--- config.mk ---
export PLATFORM = sky130hd
export DESIGN_NAME = control_sequencer
export DESIGN_NICKNAME = d
export VERILOG_FILES = /design/src/rtl/ctrl_pkg.sv /design/src/rtl/ctrl_step_counter.sv /design/src/rtl/control_sequencer.sv
export SDC_FILE = /design/constraint.sdc
export NUM_CORES = 1
export LEC_CHECK = 0
export ABC_AREA = 1
export BUFFER_PORTS_ARGS = -buffer_cell sky130_fd_sc_hd__buf_4
export CAP_MARGIN = 10
export CORE_MARGIN = 2
export CORE_UTILIZATION = 45
export DETAILED_ROUTE_END_ITERATION = 10
export PLACE_DENSITY_LB_ADDON = 0.08
export SLEW_MARGIN = 20
export SYNTH_ARGS = -nofsm -noshare
export SYNTH_HDL_FRONTEND = slang
export SYNTH_SLANG_ARGS = --single-unit
--- constraint.sdc ---
create_clock -name clk -period 1.8 [get_ports clk]
set_input_delay 0.36 -clock clk [delete_from_list [all_inputs] [get_ports clk]]
set_output_delay 0.36 -clock clk [all_outputs]
set_load 0.05 [all_outputs]
--- src/rtl/ctrl_pkg.sv ---
// rtl/ctrl_pkg.sv - opcodes, T-state constants and control-word bit indices for the SAP sequencer
package ctrl_pkg;

  // Instruction opcodes (instruction[7:4])
  localparam logic [3:0] OP_LDA = 4'b0000;
  localparam logic [3:0] OP_ADD = 4'b0001;
  localparam logic [3:0] OP_SUB = 4'b0010;
  localparam logic [3:0] OP_STA = 4'b0100;
  localparam logic [3:0] OP_LDI = 4'b0101;
  localparam logic [3:0] OP_JMP = 4'b0110;
  localparam logic [3:0] OP_JC  = 4'b0111;
  localparam logic [3:0] OP_JZ  = 4'b1000;
  localparam logic [3:0] OP_OUT = 4'b1110;
  localparam logic [3:0] OP_HLT = 4'b1111;

  // T-state numbers; steps beyond T4 never carry strobes
  localparam int T0 = 0;
  localparam int T1 = 1;
  localparam int T2 = 2;
  localparam int T3 = 3;
  localparam int T4 = 4;

  // Bit positions of each strobe inside a packed control word
  typedef enum logic [3:0] {
    CW_PC_INC  = 4'd0,
    CW_PC_OUT  = 4'd1,
    CW_PC_IN   = 4'd2,
    CW_MAR_IN  = 4'd3,
    CW_RAM_OUT = 4'd4,
    CW_RAM_IN  = 4'd5,
    CW_IR_IN   = 4'd6,
    CW_IR_OUT  = 4'd7,
    CW_A_IN    = 4'd8,
    CW_A_OUT   = 4'd9,
    CW_B_IN    = 4'd10,
    CW_ALU_OUT = 4'd11,
    CW_SUB     = 4'd12,
    CW_OUT_IN  = 4'd13
  } cw_bit_e;

  localparam int CW_W = 14;

  typedef logic [CW_W-1:0] ctrl_word_t;

  // Run/halt state of the machine
  typedef enum logic {
    RUN_S  = 1'b0,
    HALT_S = 1'b1
  } run_state_e;

  // One-hot control word with a single strobe set
  function automatic ctrl_word_t cw_bit(input cw_bit_e b);
    return ctrl_word_t'(1) << b;
  endfunction

endpackage

--- src/rtl/ctrl_step_counter.sv ---
// rtl/ctrl_step_counter.sv - T-state ring counter with wrap, freeze and synchronous reset
module ctrl_step_counter #(
  parameter int NUM_STEPS = 5,
  parameter int STEP_W    = 3
) (
  input  logic              clk,
  input  logic              rst,
  input  logic              freeze_i,
  output logic [STEP_W-1:0] step_o
);

  logic [STEP_W-1:0] step_q;
  logic [STEP_W-1:0] step_d;

  // Next step: hold when frozen, wrap after the last T-state, else advance
  always_comb begin
    step_d = step_q;
    if (!freeze_i) begin
      if (step_q == STEP_W'(NUM_STEPS - 1)) begin
        step_d = '0;
      end else begin
        step_d = step_q + STEP_W'(1);
      end
    end
  end

  // Step register; reset overrides freeze
  always_ff @(posedge clk) begin
    if (rst) begin
      step_q <= '0;
    end else begin
      step_q <= step_d;
    end
  end

  assign step_o = step_q;

endmodule

--- src/rtl/control_sequencer.sv ---
// rtl/control_sequencer.sv - SAP microcode sequencer; conditional jumps JC/JZ enabled by CTRL_FLAG_JUMP_EN
module control_sequencer
  import ctrl_pkg::*;
#(
  parameter int NUM_STEPS = 5,
  parameter int STEP_W    = 3
) (
  input  logic              clk,
  input  logic              rst,
  input  logic [3:0]        opcode,
  input  logic              flag_c,
  input  logic              flag_z,
  output logic              pc_inc,
  output logic              pc_out,
  output logic              pc_in,
  output logic              mar_in,
  output logic              ram_out,
  output logic              ram_in,
  output logic              ir_in,
  output logic              ir_out,
  output logic              a_in,
  output logic              a_out,
  output logic              b_in,
  output logic              alu_out,
  output logic              sub,
  output logic              out_in,
  output logic              halt,
  output logic [STEP_W-1:0] step
);

  run_state_e        state_q;
  logic [STEP_W-1:0] step_w;
  logic              hlt_at_t2;
  logic              freeze;
  ctrl_word_t        ctrl_w;

  assign hlt_at_t2 = (state_q == RUN_S) && (step_w == STEP_W'(T2)) && (opcode == OP_HLT);
  // The HLT edge itself must not advance the ring, so step stays at T2
  assign freeze    = (state_q == HALT_S) || hlt_at_t2;

  ctrl_step_counter #(
    .NUM_STEPS (NUM_STEPS),
    .STEP_W    (STEP_W)
  ) u_step (
    .clk      (clk),
    .rst      (rst),
    .freeze_i (freeze),
    .step_o   (step_w)
  );

  // Run/halt state machine; only reset leaves HALT_S
  always_ff @(posedge clk) begin
    if (rst) begin
      state_q <= RUN_S;
    end else begin
      case (state_q)
        RUN_S:   if (hlt_at_t2) state_q <= HALT_S;
        HALT_S:  state_q <= HALT_S;
        default: state_q <= RUN_S;
      endcase
    end
  end

`ifdef CTRL_FLAG_JUMP_EN
  logic jc_taken;
  logic jz_taken;
  assign jc_taken = flag_c;
  assign jz_taken = flag_z;
`else
  logic unused_flags;
  assign unused_flags = flag_c ^ flag_z;
`endif

  // Microcode decode from the current T-state and opcode; reset and halt blank everything
  always_comb begin
    ctrl_w = '0;
    if (!rst && (state_q == RUN_S)) begin
      case (step_w)
        STEP_W'(T0): ctrl_w = cw_bit(CW_PC_OUT) | cw_bit(CW_MAR_IN);
        STEP_W'(T1): ctrl_w = cw_bit(CW_RAM_OUT) | cw_bit(CW_IR_IN) | cw_bit(CW_PC_INC);
        STEP_W'(T2): begin
          case (opcode)
            OP_LDA, OP_ADD, OP_SUB, OP_STA:
                    ctrl_w = cw_bit(CW_IR_OUT) | cw_bit(CW_MAR_IN);
            OP_LDI: ctrl_w = cw_bit(CW_IR_OUT) | cw_bit(CW_A_IN);
            OP_JMP: ctrl_w = cw_bit(CW_IR_OUT) | cw_bit(CW_PC_IN);
            OP_OUT: ctrl_w = cw_bit(CW_A_OUT) | cw_bit(CW_OUT_IN);
`ifdef CTRL_FLAG_JUMP_EN
            OP_JC:  if (jc_taken) ctrl_w = cw_bit(CW_IR_OUT) | cw_bit(CW_PC_IN);
            OP_JZ:  if (jz_taken) ctrl_w = cw_bit(CW_IR_OUT) | cw_bit(CW_PC_IN);
`endif
            default: ctrl_w = '0;
          endcase
        end
        STEP_W'(T3): begin
          case (opcode)
            OP_LDA:  ctrl_w = cw_bit(CW_RAM_OUT) | cw_bit(CW_A_IN);
            OP_ADD:  ctrl_w = cw_bit(CW_RAM_OUT) | cw_bit(CW_B_IN);
            OP_SUB:  ctrl_w = cw_bit(CW_RAM_OUT) | cw_bit(CW_B_IN) | cw_bit(CW_SUB);
            OP_STA:  ctrl_w = cw_bit(CW_A_OUT) | cw_bit(CW_RAM_IN);
            default: ctrl_w = '0;
          endcase
        end
        STEP_W'(T4): begin
          case (opcode)
            OP_ADD:  ctrl_w = cw_bit(CW_ALU_OUT) | cw_bit(CW_A_IN);
            OP_SUB:  ctrl_w = cw_bit(CW_ALU_OUT) | cw_bit(CW_A_IN) | cw_bit(CW_SUB);
            default: ctrl_w = '0;
          endcase
        end
        default: ctrl_w = '0;
      endcase
    end
  end

  assign pc_inc  = ctrl_w[CW_PC_INC];
  assign pc_out  = ctrl_w[CW_PC_OUT];
  assign pc_in   = ctrl_w[CW_PC_IN];
  assign mar_in  = ctrl_w[CW_MAR_IN];
  assign ram_out = ctrl_w[CW_RAM_OUT];
  assign ram_in  = ctrl_w[CW_RAM_IN];
  assign ir_in   = ctrl_w[CW_IR_IN];
  assign ir_out  = ctrl_w[CW_IR_OUT];
  assign a_in    = ctrl_w[CW_A_IN];
  assign a_out   = ctrl_w[CW_A_OUT];
  assign b_in    = ctrl_w[CW_B_IN];
  assign alu_out = ctrl_w[CW_ALU_OUT];
  assign sub     = ctrl_w[CW_SUB];
  assign out_in  = ctrl_w[CW_OUT_IN];
  assign halt    = (state_q == HALT_S);
  assign step    = step_w;

endmodule

==> results.md <==
- Outcome: finished, violations left
- Failing checks: negative setup slack
- Top Ports: 26
- Yosys top cell by area: nand2_1
- Port-buffer cells: 23
- Routed WL: roughly 1.6 mm
- Synthesized netlist net count: 114
- DR iter-0 viols: 12
- Met2 Use GR: between 40 and 50%
- Synth Area in Simple Gates: around 53%
- FF-to-FF setup slack: 0.58 ns
- GP Congestion: just under 0.8
- Synth Area in XOR/XNOR: 0%
- Num rows: 12
- Root Buffer: clkbuf_4
- H-tree depth: 1
- Critical path fanouts, max: 5
- Multi-input gate area: 534 µm²
- Cell Area, Placed: 837 µm²
- Lkg Pwr: between 0.0005 and 0.0006 µW
- Die Y: 40.1 µm
- Dominant cells by area after synthesis: nand2_1 (16%), dfxtp_1 (14%), inv_1 (13%)
- Critical Path AT: 1.46 ns
- Max-slew violations: 0
- HP Class: primary input to flip-flop
- Setup ws final: -0.0207 ns
- # Max-Cap Violations: 0
- WL/cell: about 11 µm
- CTS sink cnt: 4
- First-pass GRT wire length: approximately 2.5 mm
- CP Capture Point: a_in
- Clock Skew: between 0.003 and 0.004 ns
- DRC: 0
- Final setup viols: 5
- EDFF count, synth: 0
- Mux cell area share after synthesis: 0%
- Die area: between 1500 and 2000 µm²
- RSZ-0062 raised after global routing: yes
- Synth Area in Adders: between 10% and 20%
- Initial antenna violation count: 0
- Maximum vdd drop: 0.594 mV
- Starting Density: between 50% and 60%
- Fin crit share: 101%
- PwrDens: around 670 nW/µm²
- Synth top cells by count: nand2_1 (25), inv_1 (21), nor2_1 (15)
- Area Overhead vs Synth: 72.2%
- Worst Reg2Reg Path Length in Cells: 7
- Register Area: 90.1 µm²
- Fin util: 87.2%
- FF-to-FF End: u_step.step_o[0]$_SDFFE_PP0N_
- Startpoint of the worst setup timing path: u_step.step_o[1]$_SDFFE_PP0N_
- Antenna fix cells: 0
- Final net count: between 100 and 150
- Synth warnings: 0
- Hold_ws: 0.314 ns
- GRT overflow: 0
- Setup TNS: -0.0701 ns
- Critical path depth in cells: 9
- CP Capture Type: primary output
- ANT nets after route: 0
- Unique masters post-synth: 19
- Gr usage total: between 20% and 30%
- Largest net degree at the start of global routing: 8
- Slew HR: about four fifths
- Slew @ Worst Pin: between 0.2 and 0.3 ns
- Fmax: 0.549 GHz
- Crit-path leading delay family: simple AND/OR/NAND/NOR gates
- Reg2reg start: u_step.step_o[0]$_SDFFE_PP0N_
- Startpoint types: flip-flop
- Clock transition at path regs: about 0.040 ns
- Setup CP Type: flip-flop to primary output
- Worst skew pair latency: 0.23 ns
- Synth Flop Type: dfxtp_1
- Yosys top cell area share: between 10% and 20%
- Mean post-synth cell area: between 5 and 6 µm²
- Yosys reg bits: 4
- Cells after synthesis: 101
- Final hold violations: 0
- CP required: 1.44 ns
- Vias/cell: 4.93
- Final min period: ~1.8 ns
- Die width: around 40 µm
- Detailed placement HPWL: between 1 and 1.5 mm
- GRT busiest layer: met2
- Core box area: between 1000 and 1500 µm²
- Pre-antenna DRT Iters: 4
- Clock Path Buffers: 2
- Fillers: 65
- Share of cells above drive strength 1: around 57%
- Design area: 1010 µm²
- Vias in the first global route: approximately 640
- Crit path max-delay cell type: dfxtp_4
- CTS buffer count: 3
- CP Cell Sequence: inv_4 > ha_2 > nand2_2 > nand2_2 > nor2_4 > nor2_2 > nand2_1 > nand2_1 > buf_6
- GR met3 Demand/Resource: 3.33%
- Area of the mapped netlist: around 600 µm²
- Delay of the slowest critical-path stage: between 0.3 and 0.4 ns
- CTS tree: done
- Met1 GRT Util: roughly a quarter
- Largest family of logic cells by synthesized area: simple AND/OR/NAND/NOR gates
- WP buf/inv: 2
- Count leader, synth: nand2_1
- Post-synthesis compound-gate area fraction: roughly 5.6%
- DR vias: just over 700
- Fraction of registers with async set or reset after synthesis: 0%
- Register area share after synthesis: between 10% and 20%
power breakdown:
part | switching, µW | total (µW) | internal (µW)
clock | 35.8 | 119 | 83.1
sequential | 25.4 | 129 | 104
combinational | 280 | 426 | 146
total | 341 | 674 | 333
worst reg2reg max path, delay by kind of cell, from the launching register on:
| family | cells | cell delay [ns] |
|---|---|---|
| adders and majority gates | 1 | 0.14 |
| AOI/OAI and AO/OA | 1 | 0.15 |
| buffers and inverters | 2 | 0.13 |
| and+or+nand+nor | 3 | 0.32 |
| DFF | 1 | 0.37 |
logic make-up after synthesis:
group,after synthesis
AOI/OAI and AO/OA,6
adders and majority gates,5
buffers and inverters,25
DFF,4
and+or+nand+nor,61
metal layers:
layer | vias up | wire [µm]
li1 | 362 | -
met1 | 318 | 620
met2 | 28 | 869
met3 | 2 | 86
met4 | 0 | 9
met5 | - | 0
flip-flops by register name, summed over array words and instances (netlist names):
register	count
halt	1
u_step.step_o	3
final cells by class:
class	instances	share of cell area, %
Tap cell	14	1.74
Multi-Input combinational cell	72	53.0
Timing Repair Buffer	26	23.8
Inverter	24	9.93
Clock buffer	4	2.61
Sequential cell	4	8.93
cell usage in the layout (no fill, tap or decap), types with 4 or more instances in the layout:
cell and n:
buf_4 17, nand2_1 22, buf_6 6, nand2_2 6
nand3_1 5, inv_1 14, nor2_2 7, ha_4 4
inv_2 7, a21oi_1 4, nor2_1 6, nor2_4 7
through the flow:
step	cells	worst slack [ns]	power (µW)
after detailed placement	139	0.0762	482
after CTS	144	-0.000827	657
after floorplan	101	0.00663	398
after global placement	139	0.101	477
final	144	-0.0207	674
after global routing	144	-0.0716	718
worst min path at each step:
stage / from / end / slack, ns / cells after the start
final: rst / halt$_SDFF_PP0_ / 0.31 / 2
after global routing: rst / halt$_SDFF_PP0_ / 0.32 / 2
after CTS: rst / halt$_SDFF_PP0_ / 0.31 / 2
after detailed placement: u_step.step_o[1]$_SDFFE_PP0N_ / u_step.step_o[1]$_SDFFE_PP0N_ / 0.52 / 2
after global placement: u_step.step_o[1]$_SDFFE_PP0N_ / u_step.step_o[1]$_SDFFE_PP0N_ / 0.51 / 2
after floorplan: rst / halt$_SDFF_PP0_ / 0.42 / 1
timing repair:
item | 4_1_cts | 5_1_grt
setup endpoints to repair | 10 | 10
hold endpoints to repair | 0 | 0
hold buffers | 0 | 0
setup buffers | 1 | 0
gates resized for setup | 28 | 10
pin swaps | 4 | 3
Power figures use the tool's default switching activity.
